### src/rtl/rsa_pkg.sv
// Shared constants and FSM state type for the RSA decryption stage.
package rsa_pkg;

    // Operand width for ciphertext, exponent, modulus and plaintext.
    localparam int unsigned RSA_W = 24;

    // One interleaved multiply takes one cycle per multiplier bit.
    localparam int unsigned MUL_STEPS = RSA_W;

    typedef enum logic [2:0] {
        IDLE,
        LOAD,
        SQR,
        MUL,
        DONE,
        FAIL
    } state_t;

endpackage

### src/rtl/mod_mul.sv
// Bit-serial interleaved modular multiplier: res = a*b mod n in W cycles.
// The step for the go cycle is computed combinationally from a zero
// accumulator, so rdy/res appear in the W-th cycle counting the go cycle.
module mod_mul
    import rsa_pkg::*;
#(
    parameter int unsigned W = MUL_STEPS
) (
    input  logic         clk,
    input  logic         rst_n,
    input  logic         go,
    input  logic [W-1:0] a,
    input  logic [W-1:0] b,
    input  logic [W-1:0] n,
    output logic [W-1:0] res,
    output logic         rdy
);

    localparam int unsigned IW = $clog2(W);

    // Two spare bits hold 2*acc and acc+a before reduction.
    logic [W+1:0]  acc_q;
    logic [W+1:0]  acc_cur;
    logic [W+1:0]  acc_dbl;
    logic [W+1:0]  acc_nxt;
    logic [W+1:0]  n_ext;
    logic [W+1:0]  a_ext;
    logic [IW-1:0] idx_q;
    logic [IW-1:0] idx_cur;
    logic          active_q;

    // One double-and-add step, scanning b from its MSB down.
    always_comb begin
        n_ext   = {2'b00, n};
        a_ext   = {2'b00, a};
        acc_cur = go ? '0 : acc_q;
        idx_cur = go ? IW'(W - 1) : idx_q;
        acc_dbl = acc_cur << 1;
        if (acc_dbl >= n_ext) begin
            acc_dbl = acc_dbl - n_ext;
        end
        acc_nxt = acc_dbl;
        if (b[idx_cur]) begin
            acc_nxt = acc_dbl + a_ext;
            if (acc_nxt >= n_ext) begin
                acc_nxt = acc_nxt - n_ext;
            end
        end
        rdy = (go || active_q) && (idx_cur == '0);
        res = acc_nxt[W-1:0];
    end

    // Accumulator and bit index advance while a product is in flight.
    always_ff @(posedge clk) begin
        if (!rst_n) begin
            acc_q    <= '0;
            idx_q    <= '0;
            active_q <= 1'b0;
        end else if (go || active_q) begin
            acc_q    <= acc_nxt;
            idx_q    <= idx_cur - IW'(1);
            active_q <= (idx_cur != '0);
        end
    end

endmodule

### src/rtl/rsa_decrypt.sv
// Constant-time square-and-multiply decryption: m = c^d mod n.
module rsa_decrypt
    import rsa_pkg::*;
#(
    parameter int unsigned W = RSA_W
) (
    input  logic         clk,
    input  logic         rst_n,
    input  logic         key_valid,
    input  logic [W-1:0] d,
    input  logic [W-1:0] n,
    input  logic [W-1:0] c,
    input  logic         start,
    output logic [W-1:0] m,
    output logic         busy,
    output logic         done,
    output logic         err
);

    localparam int unsigned KW = $clog2(W);

    state_t        state_q;
    state_t        state_d;
    logic          first_q;
    logic          first_d;
    logic [W-1:0]  base_q;
    logic [W-1:0]  d_q;
    logic [W-1:0]  n_q;
    logic [W-1:0]  r_q;
    logic [W-1:0]  m_q;
    logic [KW-1:0] k_q;
    logic          accept;
    logic          mm_go;
    logic          mm_rdy;
    logic [W-1:0]  mm_b;
    logic [W-1:0]  mm_res;

    assign accept = (state_q == IDLE) && start && key_valid;
    assign mm_b   = (state_q == SQR) ? r_q : base_q;
    assign m      = m_q;

    mod_mul #(
        .W (W)
    ) u_mod_mul (
        .clk   (clk),
        .rst_n (rst_n),
        .go    (mm_go),
        .a     (r_q),
        .b     (mm_b),
        .n     (n_q),
        .res   (mm_res),
        .rdy   (mm_rdy)
    );

    // State register; first_q marks the opening cycle of each SQR/MUL phase.
    always_ff @(posedge clk) begin
        if (!rst_n) begin
            state_q <= IDLE;
            first_q <= 1'b0;
        end else begin
            state_q <= state_d;
            first_q <= first_d;
        end
    end

    // Next-state and status outputs.
    always_comb begin
        state_d = state_q;
        first_d = 1'b0;
        busy    = 1'b0;
        done    = 1'b0;
        err     = 1'b0;
        mm_go   = 1'b0;
        case (state_q)
            IDLE: begin
                if (accept) begin
                    state_d = LOAD;
                end
            end
            LOAD: begin
                busy = 1'b1;
                if ((n_q < W'(2)) || (base_q >= n_q)) begin
                    state_d = FAIL;
                end else begin
                    state_d = SQR;
                    first_d = 1'b1;
                end
            end
            SQR: begin
                busy  = 1'b1;
                mm_go = first_q;
                if (mm_rdy) begin
                    state_d = MUL;
                    first_d = 1'b1;
                end
            end
            MUL: begin
                busy  = 1'b1;
                mm_go = first_q;
                if (mm_rdy) begin
                    if (k_q == '0) begin
                        state_d = DONE;
                    end else begin
                        state_d = SQR;
                        first_d = 1'b1;
                    end
                end
            end
            DONE: begin
                done    = 1'b1;
                state_d = IDLE;
            end
            FAIL: begin
                err     = 1'b1;
                state_d = IDLE;
            end
            default: begin
                state_d = IDLE;
            end
        endcase
    end

    // Operand capture, running result R, exponent bit index and plaintext.
    always_ff @(posedge clk) begin
        if (!rst_n) begin
            base_q <= '0;
            d_q    <= '0;
            n_q    <= '0;
            r_q    <= '0;
            k_q    <= '0;
            m_q    <= '0;
        end else begin
            case (state_q)
                IDLE: begin
                    if (accept) begin
                        base_q <= c;
                        d_q    <= d;
                        n_q    <= n;
                    end
                end
                LOAD: begin
                    r_q <= W'(1);
                    k_q <= KW'(W - 1);
                end
                SQR: begin
                    if (mm_rdy) begin
                        r_q <= mm_res;
                    end
                end
                MUL: begin
                    if (mm_rdy) begin
                        // Product is always computed; only the commit depends on d.
                        if (d_q[k_q]) begin
                            r_q <= mm_res;
                        end
                        if (k_q == '0) begin
                            m_q <= d_q[0] ? mm_res : r_q;
                        end else begin
                            k_q <= k_q - KW'(1);
                        end
                    end
                end
                default: begin
                end
            endcase
        end
    end

endmodule

### config.mk
export PLATFORM = sky130hd
export DESIGN_NAME = rsa_decrypt
export DESIGN_NICKNAME = d
export VERILOG_FILES = /design/src/rtl/rsa_pkg.sv /design/src/rtl/mod_mul.sv /design/src/rtl/rsa_decrypt.sv
export SDC_FILE = /design/constraint.sdc
export NUM_CORES = 1
export LEC_CHECK = 0
export ABC_AREA = 1
export CORE_ASPECT_RATIO = 0.6
export CORE_MARGIN = 5
export CORE_UTILIZATION = 35
export DETAILED_ROUTE_END_ITERATION = 8
export PLACE_DENSITY = 0.51
export SYNTH_ARGS = -nofsm -noshare
export SYNTH_HDL_FRONTEND = slang
export SYNTH_SLANG_ARGS = --single-unit
### constraint.sdc
create_clock -name clk -period 7.95 [get_ports clk]
set_input_delay 1.59 -clock clk [delete_from_list [all_inputs] [get_ports clk]]
set_output_delay 1.59 -clock clk [all_outputs]
set_load 0.05 [all_outputs]
==> flow_summary.yaml, run 1 <==
worst_setup_path:
  slowest_delay_ns: 0.52
  start_kind: "flip-flop"
  crit_fanout: 17
  worstPathRequired_ns: 8.35
  crit_top_cell: "nand2_1"
  timing_worst_setup_path_type: "reg -> reg"
  crit_arrival_ns: 7.88
  critPathCaptureType: "flip-flop"
  crit_slowest_cell: "dfxtp_2"
cells_and_area:
  instances_no_fill: 2634
  diodes: 0
  postLayoutCellArea_um2: 15700
  drive_gt1_frac: 0.117
  syn_to_final_growth_pct: 24.3
  nets: 2329
clock_tree:
  cts_buffers: 17
  clk_pin_slew_ns: 0.07
  cts_buffer_depth: 2
  cts_root_buf: "clkbuf_16"
  clkLatencyLatePin_ns: 0.46
  cts_tree: "built"
  cts-hold-fix-buffers: 0
  htreeDepth: 4
  cts_sinks: 160
die:
  die_w_um: 255
  rows: 53
  start_util: 0.358
  core_area_um2: 35300
  ios: 103
  die_area_um2: 40100
  die_h_um: 157
min_path:
  hp-class: "reg -> reg"
yosys:
  yosysMostFrequentCell: "nand2_1"
  synth.avg_cell_area_um2: 6.44
  syn-num-nets: 2136
  netlist_instances: 1962
  yosysTopAreaCell: "dfxtp_1"
  synth_enable_flop_cells: 0
  synth_cell_types: 51
  syn_area_um2: 12600
  async_flop_share: 0
  synthTopCellsByArea: "dfxtp_1 25%, nand2_1 13%, a21oi_1 9.8%, ha_1 9.4%, inv_1 8.1%"
  synthTopCellsByCount: "421 x nand2_1, 272 x inv_1, 247 x a21oi_1, 181 x o21ai_0, 160 x dfxtp_1"
  synth-seq-cells: 160
  synth_flop_cell: "dfxtp_1"
  netlist.area_leader.share: 0.254
  synth-warning-count: 0
  synth_seq_area_share: 0.254
placed_design:
  place_ws_ns: 0.0940
  dp_hpwl_um: 44100
  portBuffers: 102
  gp_congestion: 0.954
  dp_cells: 2598
  place_area_um2: 15000
global_route:
  grt_first_pass_wirelength_um: 82400
  overflow: 0
  grt_pass1_vias: 12850
  antenna_found_initial: 0
  grt_max_degree: 95
  track_usage: 0.276
sta:
  fmax_ghz: 0.134
  slew_violations: 0
  fin_crit_sh: 0.941
  hold_viol: 0
  setup_slack_ns: 0.471
  worst_pin_slew_ns: 0.881
  relSlewSlack: 0.409
  min_period_ns: 7.48
  setup_violations: 0
  fin_skew_ns: 0.0108
route:
  wire_per_inst_um: 21.5
  routed_wl_um: 56800
  first_pass_iters: 6
  route.vias.total: 14109
  ant_nets: 0
  via_per_inst: 5.36
  drc: 0
  drtIter0Drc: 1635
power_and_ir_drop:
  power_density_nw_per_um2: 346
  p_leak_nw: 7.35
  ir_drop_v: 0.000204
run:
  drv_cap: 0
status:
  status: "finished, final reports clean"
-- flip-flops by register name, indices dropped and copies added, names as in the netlist --
signal,count
base_q,24
u_mod_mul.active_q,1
n_q,24
k_q,5
state_q,3
r_q,24
u_mod_mul.acc_q,25
u_mod_mul.idx_q,5
first_q,1
m,24
d_q,24
-- critical path: cells and delay by family (launching register included) --
| family | cells | cell delay, ns |
|---|---|---|
| flip-flops | 1 | 0.52 |
| AND/OR/NAND/NOR | 23 | 2.89 |
| buffers and inverters | 7 | 0.94 |
| adder cells (fa/ha/maj) | 4 | 1.35 |
| XOR/XNOR | 1 | 0.26 |
| AO/OA/AOI/OAI | 8 | 1.43 |
-- what timing repair did --
item | CTS | global route
gates resized for setup | 0 | 27
hold endpoints to repair | 0 | 0
buffers inserted | 0 | 4
endpoints found under the setup margin | 0 | 73
-- power by group --
part           internal [mW]  switching (mW)  total, mW
sequential             0.895          0.0920      0.987
clock                  0.441           0.409      0.850
combinational           1.35            2.25       3.59
total                   2.68            2.75       5.43
-- metrics by stage --
step	hold slack, ns	power, mW	setup TNS (ns)	util
4_1_cts	0.446	5.31	0	0.442
6_report	0.446	5.43	0	0.445
3_3_place_gp	0.432	4.48	0	0.425
3_5_place_dp	0.436	4.44	0	0.425
2_1_floorplan	0.420	3.13	0	-
5_1_grt	0.466	5.78	-0.00495	0.445
-- cells in the final DEF (no fill, tap or decap), drive strengths merged, types with 2 or more instances in the layout --
cell	count
nand4	28
nand2	444
a21o	5
ha	95
o21a	3
fa	3
o21ai	188
nor3	21
inv	284
a21boi	6
clkinv	8
o211ai	15
xor2	40
nand3b	13
o311ai	3
nand3	131
a21oi	247
nor2	115
clkbuf	17
xnor2	26
clkdlybuf4s50	101
buf	151
o221ai	2
o21bai	21
a31oi	14
a221oi	2
o2111ai	3
o31ai	3
dfxtp	160
nor4	6
or2	2
clkinvlp	3
-- metal layers --
metal | up-vias | routed length [um] | GRT usage
met4 | 0 | 640 | 0.0452
met5 | - | 0 | 0
met1 | 6557 | 29600 | 0.451
li1 | 6886 | - | -
met2 | 632 | 19400 | 0.335
met3 | 34 | 7160 | 0.0991
-- kinds of logic after synthesis --
group	after synthesis	share of synthesized area
compound gates	516	0.221
xor+xnor	66	0.0458
fa+ha+maj	98	0.0989
buf+inv	361	0.113
flops	160	0.254
simple gates	761	0.269
-- worst paths after layout --
path | from | end | slack, ns | depth (start not counted)
setup / recovery | state_q[1]$_SDFFE_PN0P_ | u_mod_mul.acc_q[8]$_SDFFE_PN0N_ | 0.47 | 43
hold / removal | d_q[13]$_SDFFE_PN0P_ | d_q[13]$_SDFFE_PN0P_ | 0.45 | 2
setup reg to reg | state_q[1]$_SDFFE_PN0P_ | u_mod_mul.acc_q[8]$_SDFFE_PN0N_ | 0.47 | 43
hold reg to reg | d_q[13]$_SDFFE_PN0P_ | d_q[13]$_SDFFE_PN0P_ | 0.45 | 2
-- final cells by class --
cell class	instances	area, um2
sequential	160	3210
timing repair buffer	252	2170
clock buffer	17	425
tap	467	584
inverter	282	1060
multi-input combinational	1442	8100
fill	3785	19600
clock inverter	14	149
Note: power is estimated with default switching activity, not from simulation.
==> run 2: changes to the inputs <==
--- a/config.mk
+++ b/config.mk
@@ -10,6 +10,7 @@
 export CORE_MARGIN = 5
 export CORE_UTILIZATION = 35
 export DETAILED_ROUTE_END_ITERATION = 8
+export GPL_TIMING_DRIVEN = 0
 export PLACE_DENSITY = 0.51
 export SYNTH_ARGS = -nofsm -noshare
 export SYNTH_HDL_FRONTEND = slang
==> run 2 against run 1 <==
Net effect:
- sequential power decreased by 1%
- worst setup slack got worse by 0.061 ns
- total power decreased by 5.7%
- sequential share of layout area increased by 0.87 points
- first-iteration DRC count decreased by 5.6%
- largest power group unchanged
- combinational power decreased by 8.6%
==> flow_summary.yaml, run 2 (same netlist as run 1, synthesis figures left out) <==
status:
  status: "finished, final reports clean"
worst_setup_path:
  crit_fanout: 10
  timing_worst_setup_path_type: "reg -> reg"
  endpoint: "m[23]$_SDFFE_PN0P_"
  crit_arrival_ns: 7.84
  worstPathRequired_ns: 8.25
  crit_buf_inv: 10
  critPathCaptureType: "flip-flop"
  crit_cells: 44
  r2r_slack_ns: 0.41
  startpoint: "state_q[2]$_SDFFE_PN0P_"
  rr_worst_depth: 44
  slowest_delay_ns: 0.43
  reg2reg_from: "state_q[2]$_SDFFE_PN0P_"
  crit_slowest_cell: "dfxtp_1"
  crit_top_cell: "nand2_1"
  r2r_end: "m[23]$_SDFFE_PN0P_"
  start_kind: "flip-flop"
  path_delay_family: "compound AO/OA/AOI/OAI gates"
sta:
  hold_viol: 0
  rsz0062_at_grt: "no"
  slew_violations: 0
  worst_pin_slew_ns: 1.06
  fin_skew_ns: 0.0214
  worst_hold_slack_ns: 0.445
  fin_crit_sh: 0.948
  fmax_ghz: 0.133
  relSlewSlack: 0.282
  min_period_ns: 7.54
  setup_violations: 0
global_route:
  grt_first_pass_wirelength_um: 80400
  antenna_found_initial: 0
  grt_pass1_vias: 12705
  grt_max_degree: 17
  track_usage: 0.271
  overflow: 0
cells_and_area:
  final_cell_mix: "415 x nand2_1, 272 x inv_1, 245 x a21oi_1"
  instances_no_fill: 2565
  final_common_cell: "nand2_1"
  fillCellCount: 3780
  multi_input_comb_area_um2: 8180
  drive_gt1_frac: 0.0710
  diodes: 0
  top_register: "u_mod_mul.acc_q"
  register_area_um2: 3200
  syn_to_final_growth_pct: 19.1
  nets: 2259
  largest_reg_flops: 25
power_and_ir_drop:
  p_leak_nw: 6.85
  ir_drop_v: 0.000236
  power_density_nw_per_um2: 340
clock_tree:
  cts_buffers: 17
  clk_pin_slew_ns: 0.07
  htreeDepth: 4
  cts_root_buf: "clkbuf_16"
  clkLatencyLatePin_ns: 0.46
  cts_sinks: 160
  cts_buffer_depth: 2
  cts_tree: "built"
placed_design:
  portBuffers: 102
  dp_hpwl_um: 45700
  dp_cells: 2531
  gp_congestion: 0.986
route:
  drc: 0
  routed_wl_um: 55200
  wire_per_inst_um: 21.5
  first_pass_iters: 7
  ant_nets: 0
  route.vias.total: 13962
  drtIter0Drc: 1543
  via_per_inst: 5.44
die:
  rows: 53
  core_area_um2: 35300
  die_h_um: 157
  die_w_um: 255
  start_util: 0.358
  ios: 103
  die_area_um2: 40100
min_path:
  hp-class: "reg -> reg"
run:
  drv_cap: 0
[run 2: per-stage QoR]
stage | setup TNS (ns) | worst slack, ns | utilization | cell area, um2 | power [mW]
3_5_place_dp | -45.83 | -0.763 | 0.403 | 14200 | 4.09
5_1_grt | 0 | 0.0101 | 0.426 | 15000 | 5.46
2_1_floorplan | 0 | 1.51 | - | 12600 | 3.13
3_3_place_gp | -39.82 | -0.683 | 0.403 | 14200 | 4.09
4_1_cts | 0 | 0.191 | 0.421 | 14900 | 4.98
6_report | 0 | 0.410 | 0.426 | 15000 | 5.12
[run 2: how the worst min path moves through the flow]
stage / from / end / slack [ns] / depth (start not counted)
detailed placement: d_q[11]$_SDFFE_PN0P_ / d_q[11]$_SDFFE_PN0P_ / 0.44 / 2
global route: d_q[9]$_SDFFE_PN0P_ / d_q[9]$_SDFFE_PN0P_ / 0.46 / 2
finish: d_q[11]$_SDFFE_PN0P_ / d_q[11]$_SDFFE_PN0P_ / 0.45 / 2
global placement: d_q[4]$_SDFFE_PN0P_ / d_q[4]$_SDFFE_PN0P_ / 0.43 / 2
floorplan: d_q[11]$_SDFFE_PN0P_ / d_q[11]$_SDFFE_PN0P_ / 0.42 / 2
CTS: d_q[9]$_SDFFE_PN0P_ / d_q[9]$_SDFFE_PN0P_ / 0.45 / 2
[run 2: routing by layer]
| layer | part of all wire | GRT usage | vias up | wire (um) |
|---|---|---|---|---|
| li1 | - | - | 6753 | - |
| met1 | 0.52 | 0.451 | 6535 | 28800 |
| met2 | 0.34 | 0.325 | 625 | 18700 |
| met3 | 0.12 | 0.0834 | 49 | 6760 |
| met4 | 0.016 | 0.0534 | 0 | 897 |
| met5 | 0 | 0 | - | 0 |
[run 2: timing repair]
action	CTS	global route
hold endpoints to repair	0	0
setup endpoints to repair	73	73
hold buffers	0	0
buffers inserted	1	2
pin swaps	0	5
resized for setup	16	57
[run 2: worst register-to-register path, delay by kind of cell (launching register included)]
kind | cells | cell delay, ns
compound gates | 12 | 2.08
xor+xnor | 1 | 0.31
fa+ha+maj | 3 | 1.06
buf+inv | 10 | 1.50
flops | 1 | 0.43
simple gates | 18 | 1.99
[run 2: power by group]
part,total (mW),leakage (nW),switching (mW),internal [mW]
clock network,0.863,0.297,0.384,0.479
logic,3.28,5.25,2.24,1.04
registers,0.976,1.30,0.0813,0.894
total,5.12,6.85,2.70,2.41
[run 2: final cells by class]
cell class,instances,share of cell area
Multi-Input combinational cell,1441,0.543
Inverter,282,0.0704
Clock inverter,13,0.0104
Clock buffer,19,0.0294
Timing Repair Buffer,105,0.0694
Tap cell,467,0.0388
Sequential cell,160,0.213
Buffer,78,0.0252
==> run 3: changes to the inputs <==
--- a/config.mk
+++ b/config.mk
@@ -9,6 +9,7 @@
 export CORE_ASPECT_RATIO = 0.6
 export CORE_MARGIN = 5
 export CORE_UTILIZATION = 35
+export CTS_CLUSTER_SIZE = 14
 export DETAILED_ROUTE_END_ITERATION = 8
 export GPL_TIMING_DRIVEN = 0
 export PLACE_DENSITY = 0.51
==> constraint.sdc (replaced) <==
create_clock -name clk -period 9.7 [get_ports clk]
set_input_delay 1.94 -clock clk [delete_from_list [all_inputs] [get_ports clk]]
set_output_delay 1.94 -clock clk [all_outputs]
set_load 0.05 [all_outputs]
==> run 3 against run 2 <==
Net effect:
- global-route usage about the same
- critical path type unchanged
- sequential power decreased by 18%
- highest routed layer unchanged
- clock power down 18%
- first-iteration DRC count increased by 10%
- non-clock buffer count shrank 2
- sequential share of layout area up 0.30 points
- clock-buffer cell count unchanged
- largest cell class unchanged
==> flow_summary.yaml, run 3 (same netlist as run 1, synthesis figures left out) <==
status:
  status: "finished, final reports clean"
global_route:
  grt_max_degree: 17
  track_usage: 0.271
  grt_first_pass_wirelength_um: 80400
  grt_pass1_vias: 12702
  overflow: 0
  antenna_found_initial: 0
sta:
  hold_viol: 0
  fin_skew_ns: 0.0218
  relSlewSlack: 0.260
  fin_crit_sh: 0.942
  fmax_ghz: 0.109
  worst_pin_slew_ns: 1.10
  min_period_ns: 9.14
  fin_tns_setup_ns: 0
  slew_violations: 0
  rsz0062_at_grt: "no"
  setup_violations: 0
placed_design:
  dp_hpwl_um: 45700
  portBuffers: 102
  gp_congestion: 0.986
  dp_cells: 2531
cells_and_area:
  nets: 2257
  syn_to_final_growth_pct: 17.5
  drive_gt1_frac: 0.0515
  instances_no_fill: 2563
  diodes: 0
  top_register: "u_mod_mul.acc_q"
  final_core_util: 0.420
  largest_reg_flops: 25
  final_cell_mix: "421 x nand2_1, 272 x inv_1, 247 x a21oi_1"
  final_common_cell: "nand2_1"
worst_setup_path:
  crit_arrival_ns: 9.44
  timing_worst_setup_path_type: "reg -> reg"
  crit_top_cell: "nand2_1"
  reg2reg_from: "state_q[2]$_SDFFE_PN0P_"
  crit_slowest_cell: "o21ai_0"
  startpoint: "state_q[2]$_SDFFE_PN0P_"
  critPathCaptureType: "flip-flop"
  crit_fanout: 10
  start_kind: "flip-flop"
  worstPathRequired_ns: 10.00
  slowest_delay_ns: 0.60
die:
  start_util: 0.358
  die_h_um: 157
  die_w_um: 255
  core_area_um2: 35300
  rows: 53
  ios: 103
  die_area_um2: 40100
route:
  drtIter0Drc: 1704
  routed_wl_um: 54800
  ant_nets: 0
  drc: 0
  via_per_inst: 5.38
  wire_per_inst_um: 21.4
  first_pass_iters: 7
  route.vias.total: 13778
clock_tree:
  htreeDepth: 4
  cts_tree: "built"
  post_cts_buffers: 0
  cts_sinks: 160
  cts_resized: 0
  cts_root_buf: "clkbuf_16"
  cts-hold-fix-buffers: 0
  clkLatencyLatePin_ns: 0.46
  cts_buffer_depth: 2
  clk_pin_slew_ns: 0.07
  cts_buffers: 17
power_and_ir_drop:
  ir_drop_v: 0.000189
  p_leak_nw: 6.81
  power_density_nw_per_um2: 280
min_path:
  hp-start: "d_q[11]$_SDFFE_PN0P_"
  hp-class: "reg -> reg"
run:
  drv_cap: 0
run 3: critical path, delay by kind of cell (launching register included):
kind,cells,cell delay [ns]
AOI/OAI and AO/OA,10,2.57
xor gates and xnor gates,1,0.30
adders and majority gates,3,1.04
buffers and inverters,10,2.05
DFF,1,0.44
and+or+nand+nor,17,2.55
run 3: per-layer routing:
layer | global-route usage | wire (um) | up-vias
met5 | 0 | 0 | -
met4 | 0.0534 | 890 | 0
met3 | 0.0826 | 6450 | 48
met2 | 0.326 | 18500 | 582
met1 | 0.450 | 29000 | 6389
li1 | - | - | 6759
run 3: final cells by class:
cell class | instances | area (um2)
Buffer | 79 | 363
Timing Repair Buffer | 102 | 1020
Inverter | 282 | 1060
Fill cell | 3781 | 20400
Sequential cell | 160 | 3200
Clock buffer | 19 | 443
Multi-Input combinational cell | 1441 | 8010
Tap cell | 467 | 584
Clock inverter | 13 | 156
run 3: final timing paths:
path | endpoint | slack, ns | depth (start not counted)
setup / recovery | m[23]$_SDFFE_PN0P_ | 0.56 | 41
hold / removal | d_q[11]$_SDFFE_PN0P_ | 0.45 | 2
setup reg to reg | m[23]$_SDFFE_PN0P_ | 0.56 | 41
hold reg to reg | d_q[11]$_SDFFE_PN0P_ | 0.45 | 2
run 3: power breakdown:
part / total (mW) / internal (mW) / switching, mW
clock network: 0.707 / 0.393 / 0.314
logic: 2.65 / 0.833 / 1.81
registers: 0.799 / 0.733 / 0.0657
total: 4.15 / 1.96 / 2.19
run 3: per-stage QoR:
stage	setup slack [ns]	hold slack, ns	cell area [um2]	power (mW)
floorplan	3.26	0.420	12600	2.57
global placement	1.07	0.433	14200	3.35
detailed placement	0.987	0.439	14200	3.35
CTS	0.939	0.449	14800	4.08
global route	0.0224	0.455	14800	4.44
finish	0.562	0.446	14800	4.15
